$ cat src/rtl/inta_sequencer_if.sv
// rtl/inta_sequencer_if.sv - PIC/CPU-side signal bundle for the INTA sequencer
//
// Purpose: groups the interrupt request, INTA strobe, PIC data bus and the
// CPU vector handshake into one interface so that the sequencer and its
// neighbours connect through a single port.
//
// Signals:
//   int_in        PIC INT, active high
//   cpu_int_en    CPU interrupt-enable flag; 0 blocks new sequences
//   data_bus_in   PIC data bus, sampled at the end of pulse 2
//   inta_n        registered INTA to the PIC, active low
//   vector        captured interrupt vector
//   vector_valid  vector holds an unconsumed value
//   vector_ready  CPU accepts the vector
//   busy          sequencer is not idle
//
// Modports:
//   master  the sequencer itself (drives inta_n, vector, vector_valid, busy)
//   slave   the PIC/CPU environment around it
interface inta_sequencer_if;
  logic       int_in;
  logic       cpu_int_en;
  logic [7:0] data_bus_in;
  logic       inta_n;
  logic [7:0] vector;
  logic       vector_valid;
  logic       vector_ready;
  logic       busy;

  modport master (
    input  int_in,
    input  cpu_int_en,
    input  data_bus_in,
    input  vector_ready,
    output inta_n,
    output vector,
    output vector_valid,
    output busy
  );

  modport slave (
    output int_in,
    output cpu_int_en,
    output data_bus_in,
    output vector_ready,
    input  inta_n,
    input  vector,
    input  vector_valid,
    input  busy
  );
endinterface

$ cat src/rtl/inta_sequencer.sv
// rtl/inta_sequencer.sv - CPU-side two-pulse INTA sequencer with vector capture
//
// Purpose: watches the PIC INT line, issues the active-low two-pulse INTA
// sequence, captures the vector byte at the end of pulse 2 and offers it to
// the CPU over a valid/ready handshake, then idles for a recovery window.
//
// Ports:
//   clk    system clock, all state changes on the rising edge
//   rst_n  synchronous, active-low reset
//   bus    inta_sequencer_if.master (int_in, cpu_int_en, data_bus_in,
//          vector_ready in; inta_n, vector, vector_valid, busy out)
//
// Parameters:
//   PULSE_CYCLES    clocks inta_n is low per pulse (>=1)
//   GAP_CYCLES      clocks inta_n is high between the pulses (>=1)
//   RECOVER_CYCLES  idle clocks after acceptance before re-arming (>=1)
//
// Build option:
//   INTA_SYNC_EN  when defined, int_in passes through a 2-flop synchronizer
//                 (start latency +2 clocks); otherwise int_in must already
//                 be synchronous to clk.
module inta_sequencer #(
  parameter int PULSE_CYCLES   = 2,
  parameter int GAP_CYCLES     = 2,
  parameter int RECOVER_CYCLES = 3
) (
  input  logic              clk,
  input  logic              rst_n,
  inta_sequencer_if.master  bus
);

  localparam int MAX_PG  = (PULSE_CYCLES > GAP_CYCLES) ? PULSE_CYCLES : GAP_CYCLES;
  localparam int MAX_ALL = (MAX_PG > RECOVER_CYCLES) ? MAX_PG : RECOVER_CYCLES;
  localparam int CW      = $clog2(MAX_ALL) + 1;

  localparam logic [CW-1:0] PULSE_LD   = CW'(PULSE_CYCLES - 1);
  localparam logic [CW-1:0] GAP_LD     = CW'(GAP_CYCLES - 1);
  localparam logic [CW-1:0] RECOVER_LD = CW'(RECOVER_CYCLES - 1);

  localparam logic [2:0] S_IDLE    = 3'd0;
  localparam logic [2:0] S_P1_LOW  = 3'd1;
  localparam logic [2:0] S_GAP     = 3'd2;
  localparam logic [2:0] S_P2_LOW  = 3'd3;
  localparam logic [2:0] S_HOLD    = 3'd4;
  localparam logic [2:0] S_RECOVER = 3'd5;

  logic [2:0]    r_state;
  logic [CW-1:0] r_cnt;
  logic          r_inta_n;
  logic [7:0]    r_vector;
  logic          r_valid;

  logic [2:0]    w_next;
  logic [CW-1:0] w_cnt_next;
  logic          w_int_q;
  logic          w_start;
  logic          w_cnt_zero;
  logic          w_capture;
  logic          w_accept;

`ifdef INTA_SYNC_EN
  logic r_sync1;
  logic r_sync2;

  // Two-flop synchronizer; a single-cycle int_in pulse still reaches r_sync2.
  always_ff @(posedge clk) begin
    if (!rst_n) begin
      r_sync1 <= 1'b0;
      r_sync2 <= 1'b0;
    end else begin
      r_sync1 <= bus.int_in;
      r_sync2 <= r_sync1;
    end
  end

  assign w_int_q = r_sync2;
`else
  assign w_int_q = bus.int_in;
`endif

  assign w_start    = w_int_q & bus.cpu_int_en;
  assign w_cnt_zero = (r_cnt == '0);

  always_comb begin
    w_next     = r_state;
    w_cnt_next = r_cnt;
    w_capture  = 1'b0;
    w_accept   = 1'b0;
    case (r_state)
      S_IDLE: begin
        if (w_start) begin
          w_next     = S_P1_LOW;
          w_cnt_next = PULSE_LD;
        end
      end
      S_P1_LOW: begin
        if (w_cnt_zero) begin
          w_next     = S_GAP;
          w_cnt_next = GAP_LD;
        end else begin
          w_cnt_next = r_cnt - CW'(1);
        end
      end
      S_GAP: begin
        if (w_cnt_zero) begin
          w_next     = S_P2_LOW;
          w_cnt_next = PULSE_LD;
        end else begin
          w_cnt_next = r_cnt - CW'(1);
        end
      end
      S_P2_LOW: begin
        if (w_cnt_zero) begin
          w_next    = S_HOLD;
          w_capture = 1'b1;
        end else begin
          w_cnt_next = r_cnt - CW'(1);
        end
      end
      S_HOLD: begin
        if (bus.vector_ready) begin
          w_next     = S_RECOVER;
          w_cnt_next = RECOVER_LD;
          w_accept   = 1'b1;
        end
      end
      S_RECOVER: begin
        // The recovery window ends on this edge, which is also the first
        // edge the sequencer is re-armed: a pending request starts pulse 1
        // directly so back-to-back interrupts lose no extra clock.
        if (w_cnt_zero) begin
          if (w_start) begin
            w_next     = S_P1_LOW;
            w_cnt_next = PULSE_LD;
          end else begin
            w_next = S_IDLE;
          end
        end else begin
          w_cnt_next = r_cnt - CW'(1);
        end
      end
      default: begin
        w_next     = S_IDLE;
        w_cnt_next = '0;
      end
    endcase
  end

  always_ff @(posedge clk) begin
    if (!rst_n) begin
      r_state  <= S_IDLE;
      r_cnt    <= '0;
      r_inta_n <= 1'b1;
      r_vector <= 8'h00;
      r_valid  <= 1'b0;
    end else begin
      r_state <= w_next;
      r_cnt   <= w_cnt_next;
      // Decoding the next state into a flop keeps inta_n glitch-free and
      // aligned with the state it belongs to.
      r_inta_n <= !((w_next == S_P1_LOW) || (w_next == S_P2_LOW));
      if (w_capture) begin
        r_vector <= bus.data_bus_in;
        r_valid  <= 1'b1;
      end else if (w_accept) begin
        r_valid <= 1'b0;
      end
    end
  end

  assign bus.inta_n       = r_inta_n;
  assign bus.vector       = r_vector;
  assign bus.vector_valid = r_valid;
  assign bus.busy         = (r_state != S_IDLE);

endmodule

$ cat src/flat_wrapper.sv
// flat-port wrapper written by rule: the top's interface ports become plain ports
module inta_sequencer_flat 
#(
  parameter int PULSE_CYCLES   = 2,
  parameter int GAP_CYCLES     = 2,
  parameter int RECOVER_CYCLES = 3
)
  (clk, rst_n, bus_int_in, bus_cpu_int_en, bus_data_bus_in, bus_vector_ready, bus_inta_n, bus_vector, bus_vector_valid, bus_busy);
  inta_sequencer_if bus_i ();
  input  logic clk;
  input  logic rst_n;
  input wire logic [$bits(bus_i.int_in)-1:0] bus_int_in;
  input wire logic [$bits(bus_i.cpu_int_en)-1:0] bus_cpu_int_en;
  input wire logic [$bits(bus_i.data_bus_in)-1:0] bus_data_bus_in;
  input wire logic [$bits(bus_i.vector_ready)-1:0] bus_vector_ready;
  output wire logic [$bits(bus_i.inta_n)-1:0] bus_inta_n;
  output wire logic [$bits(bus_i.vector)-1:0] bus_vector;
  output wire logic [$bits(bus_i.vector_valid)-1:0] bus_vector_valid;
  output wire logic [$bits(bus_i.busy)-1:0] bus_busy;
  assign bus_i.int_in = bus_int_in;
  assign bus_i.cpu_int_en = bus_cpu_int_en;
  assign bus_i.data_bus_in = bus_data_bus_in;
  assign bus_i.vector_ready = bus_vector_ready;
  assign bus_inta_n = bus_i.inta_n;
  assign bus_vector = bus_i.vector;
  assign bus_vector_valid = bus_i.vector_valid;
  assign bus_busy = bus_i.busy;
  inta_sequencer #(.PULSE_CYCLES(PULSE_CYCLES), .GAP_CYCLES(GAP_CYCLES), .RECOVER_CYCLES(RECOVER_CYCLES)) u_core (.clk(clk), .rst_n(rst_n), .bus(bus_i));
endmodule
$ cat config.mk
export PLATFORM = sky130hd
export DESIGN_NAME = inta_sequencer_flat
export DESIGN_NICKNAME = d
export VERILOG_FILES = /design/src/rtl/inta_sequencer_if.sv /design/src/rtl/inta_sequencer.sv /design/src/flat_wrapper.sv
export SDC_FILE = /design/constraint.sdc
export NUM_CORES = 1
export LEC_CHECK = 0
export ABC_AREA = 1
export BUFFER_PORTS_ARGS = -buffer_cell sky130_fd_sc_hd__buf_2
export CAP_MARGIN = 30
export CORE_MARGIN = 2
export CORE_UTILIZATION = 30
export CTS_CLUSTER_DIAMETER = 80
export DETAILED_ROUTE_END_ITERATION = 8
export PLACE_DENSITY_LB_ADDON = 0.12
export SKIP_CTS_REPAIR_TIMING = 1
export SLEW_MARGIN = 10
export SYNTH_ARGS = -nofsm -noshare
export SYNTH_HDL_FRONTEND = slang
export SYNTH_SLANG_ARGS = --single-unit
$ cat constraint.sdc
create_clock -name clk -period 1.75 [get_ports clk]
set_clock_uncertainty 0.1 [all_clocks]
set_input_delay 0.4375 -clock clk [delete_from_list [all_inputs] [get_ports clk]]
set_output_delay 0.4375 -clock clk [all_outputs]
set_load 0.02 [all_outputs]
After elaboration in Yosys (flattened, before gate mapping)
Cells that the tools add are included.
{"block": "op_classes", "addsub": 1, "n_eq_ne": 9, "n_mux": 20, "bitwise_logic": 1, "n_reduce_logical": 8}
{"operator": "3-bit 2-to-1 mux", "n": 11}
{"operator": "3-bit case mux with 6 select lines", "n": 1}
{"operator": "3-bit case mux with 5 select lines", "n": 1}
{"operator": "3-bit by 2-bit == test with 1-bit output (second input constant)", "n": 3}
{"operator": "1-bit 2-to-1 mux", "n": 7}
{"operator": "3-bit by 1-bit == test with 1-bit output (second input constant)", "n": 2}
{"operator": "3-bit == test (second input constant)", "n": 2}
{"operator": "3-bit logical NOT", "n": 2}
{"operator": "2-bit != test (second input constant)", "n": 2}
{"operator": "3-bit nonzero test", "n": 1}
{"operator": "3-bit by 1-bit subtractor with 3-bit output (second input constant)", "n": 1}
{"operator": "2-bit AND reduction", "n": 1}
{"operator": "2-bit nonzero test", "n": 1}
{"operator": "2-bit OR reduction", "n": 1}
{"operator": "1-bit AND", "n": 1}
{"operator": "1-bit logical NOT", "n": 1}
{"operator": "1-bit logical OR", "n": 1}
{"block": "word_totals", "regBits": 16, "in_bits": 13, "output_inout_bits": 11, "elab_cells": 44}

Longest topological paths before layout
{"block": "logic_depth", "word_depth": 7, "mapped_depth": 10, "mapped_depth_nobuf": 10}

Least setup slack after synthesis
OpenSTA, ideal clock, no wires.
{"block": "synth_timing", "path_type": "register to register", "startpoint": "reg u_core.r_cnt[0]", "endpoint": "reg u_core.r_state[0]", "t_arrival_ps": 1167, "required_ps": 1532, "path_slack_ps": 364, "path_stages_with_launch": 10, "n_path_buf": 0, "period_less_slack_ps": 1386, "cell_sequence": "dfxtp_1 > inv_1 > ha_1 > nand2_2 > inv_1 > nor2_1 > nor3_1 > o21ai_1 > inv_1 > nor2_1"}
{"block": "synth_via", "elab_chain_cells": 3, "elab_cells_between_ends": 6, "cone_classes": "mux (5); reduce/logical (1)"}
{"element": "start: declaration", "line": "inta_sequencer.sv:48", "text": "logic [CW-1:0] r_cnt;"}
{"element": "start signal: assignment", "line": "inta_sequencer.sv:158", "text": "r_cnt <= w_cnt_next;"}
{"element": "3-bit logical NOT *", "line": "inta_sequencer.sv:82", "text": "assign w_cnt_zero = (r_cnt == '0);"}
{"element": "3-bit 2-to-1 mux (on tied branches)"}
{"element": "3-bit case mux with 6 select lines *", "line": "inta_sequencer.sv:89", "text": "case (r_state)"}
{"element": "end signal: assignment", "line": "inta_sequencer.sv:157", "text": "r_state <= w_next;"}
{"element": "end: declaration", "line": "inta_sequencer.sv:47", "text": "logic [2:0] r_state;"}
Every way passes the cells marked *; elsewhere a longest branch is shown, timed or not.
A chain may end at the register's enable or synchronous reset.

Worst setup path after layout
{"block": "layout_timing", "startpoint": "reg u_core.r_state[0]", "endpoint": "out bus_busy"}
{"block": "layout_via", "elab_chain_cells": 1}
{"element": "3-bit nonzero test", "line": "inta_sequencer.sv:174", "text": "assign bus.busy = (r_state != S_IDLE);"}
{"element": "end: declaration", "line": "flat_wrapper.sv:19", "text": "output wire logic [$bits(bus_i.busy)-1:0] bus_busy;"}
No other way between the ends.

==> results.tsv <==
stage	metric	value	unit
timing	final-max-slew-violation-count	0	
worst_setup_path	worstSetupEndpoint	bus_busy	
clock_network	path_clk_slew	100	ps
worst_setup_path	critical-path-max-stage-delay	420	ps
yosys	synth-edff-count	0	
yosys	post-synth-top-count-cell	nand2_1	
floorplanning	core_area	2710	µm²
clock_network	cts_root_buf	clkbuf_4	
yosys	ys_top_cells_by_count	nand2_1 (27), nor2_1 (25), dfxtp_1 (16)	
yosys	netlist_instances	125	
clock_network	cts.sinks	16	
power	powerDensity	1040	nW/µm²
detailed_routing	drtIter0Drc	11	
yosys	ys_seq_elements	16	
worst_setup_path	start_kind	flip-flop	
worst_setup_path	worstPathMaxFanout	7	
yosys	yosysTopAreaCell	dfxtp_1	
timing	rsz0062_at_grt	no	
yosys	syn_nets	140	
layout	final_cells	182	
timing	setup_viol	0	
detailed_routing	avgRoutedWirePerCell	10.4	µm
worst_setup_path	cp-end-kind	primary output	
yosys	mappedNetlistArea	842	µm²
clock_network	clk_path_buf_depth	2	
yosys	yosys_most_used_dff	dfxtp_1	
job	cap_violations	0	
worst_setup_path	r2r_slack	190	ps
placement	hpwl	1460	µm
worst_hold_path	hold_class	input port to flip-flop	
detailed_routing	ant_nets	0	
global_route	grt_pass1_vias	693	
layout	nets	167	
yosys	ys_top_cells_by_area	dfxtp_1 (38%), nand2_1 (12%), nor2_1 (11%)	
clock_network	htreeDepth	1	
floorplanning	dieArea	3250	µm²
timing	max_slew_margin	85.1	%
yosys	yosysTopAreaCellShare	38.0	%
detailed_routing	wl	1890	µm
floorplanning	fp.dieW	57.0	µm
global_route	grt_usage	12.0	%
yosys	ys_seq_area_share	38.0	%
yosys	async_reset_ff_share	0	%
floorplanning	initial_core_util	31.1	%
floorplanning	num_rows	19	
worst_setup_path	worstReg2RegEnd	u_core.r_state[0]	
status	outcome	completed	
timing	period_minus_slack	1660	ps
placement	place.gp.congestion	0.889	
placement	port_buffers	23	
layout	syn2layout_area_growth	22.3	%
detailed_routing	vias_per_cell	4.56	
yosys	avgSynthCellArea	6.74	µm²
global_route	overflow	0	
floorplanning	io_pins	24	
clock_network	cts_inserted_buffers	3	
global_route	grt_pass1_wl	2990	µm
layout	diodes	0	
layout	fillers	311	
worst_setup_path	critPathKind	flip-flop to primary output	
clock_network	clock_latency	300	ps
yosys	ys_types	21	
yosys	yosys_warnings	0	
layout	layout-drive-gt1-share	26.5	%
global_route	antenna_found_initial	0	
power	irDropWorstVdd	579	µV
worst_setup_path	cp_cell_sequence	inv_1 > nand2_1 > buf_2	
timing	hold_viol	0	
global_route	grt_max_degree	13	
detailed_routing	remaining_drc_errors	0	
layout	fin_util	38.0	%
worst_setup_path	cp_slowest_cell	dfxtp_2	
clock_network	cts_tree	done	
worst_setup_path	r2r-start	u_core.r_cnt[0]	
worst_setup_path	crit_arrival	1120	ps
detailed_routing	vias	830	
detailed_routing	dr.pass1.iters	4	
worst_setup_path	worstRegToRegCells	9	
placement	dp_cells	177	
floorplanning	die_h	57.0	µm
power	p_leak	0.533	nW
timing	fmax	603	MHz
worst_hold_path	hp-start	bus_data_bus_in[0]	
worst_setup_path	crit_start	u_core.r_state[0]	
timing	worst_pin_slew	223	ps
worst_setup_path	required	1210	ps
timing	fin_crit_sh	94.8	%
==> flip-flops by register name, summed over array words and instances (netlist names) <==
signal	cells
u_core.r_state	3
u_core.r_cnt	3
u_core.bus.vector	8
u_core.bus.inta_n	1
u_core.bus.vector_valid	1
==> worst min-delay path by stage <==
stage | endpoint | slack [ps] | cells past startpoint
4_1_cts | u_core.bus.vector[0] | 260 | 3
3_3_place_gp | u_core.r_cnt[0] | 360 | 2
5_1_grt | u_core.bus.vector[0] | 260 | 3
6_report | u_core.bus.vector[0] | 260 | 3
3_5_place_dp | u_core.r_cnt[0] | 360 | 2
2_1_floorplan | u_core.r_cnt[0] | 340 | 2
==> power breakdown <==
part | internal, W | switching (W)
logic | 0.000130 | 0.000238
registers | 0.000406 | 0.0000396
clock network | 0.000127 | 0.000129
==> routing by layer <==
metal | up-vias | share of wire, % | GRT usage, %
met5 | - | 0 | 0
met4 | 0 | 1.4 | 4.98
met3 | 4 | 5.0 | 2.72
met2 | 27 | 48 | 17.9
met1 | 352 | 46 | 16.6
li1 | 447 | - | -
==> critical path, delay by kind of cell, from the launching register on <==
kind | cells | cell delay (ps)
flip-flops | 1 | 420
buffers and inverters | 2 | 280
AND/OR/NAND/NOR | 1 | 130
==> placed cells by master (no fill, tap or decap), drive strengths merged <==
master / n
clkbuf: 4
inv: 15
dfxtp: 16
ha: 2
a21oi: 6
xor2: 1
nor3: 1
o21ai: 14
or2: 1
nand2: 28
nand3: 10
nor2: 28
o211ai: 1
buf: 24
==> through the flow <==
stage	instance area, µm²	setup TNS, ps	hold WS [ps]	total power (W)	setup WS, ps
4_1_cts	1020	-28.9	257	0.00107	-28.9
6_report	1030	0	257	0.00107	90.3
5_1_grt	1030	0	260	0.00115	8.56
3_3_place_gp	981	0	357	0.000823	154
2_1_floorplan	842	0	344	0.000730	364
3_5_place_dp	981	0	362	0.000818	82.2
==> logic make-up after synthesis <==
| family | share of synthesized area [%] |
|---|---|
| AO/OA/AOI/OAI | 12.8 |
| XOR/XNOR | 1.04 |
| adder cells (fa/ha/maj) | 2.97 |
| buffers and inverters | 8.47 |
| flip-flops | 38.0 |
| AND/OR/NAND/NOR | 36.7 |
==> final cells by class <==
| type | instances | area (µm²) | share of cell area (%) |
|---|---|---|---|
| Tap cell | 31 | 38.8 | 3.77 |
| Timing Repair Buffer | 24 | 123 | 11.9 |
| Multi-Input combinational cell | 92 | 450 | 43.7 |
| Clock buffer | 4 | 36.3 | 3.52 |
| Sequential cell | 16 | 323 | 31.3 |
| Inverter | 15 | 58.8 | 5.71 |
(Power assumes the default switching activity.)
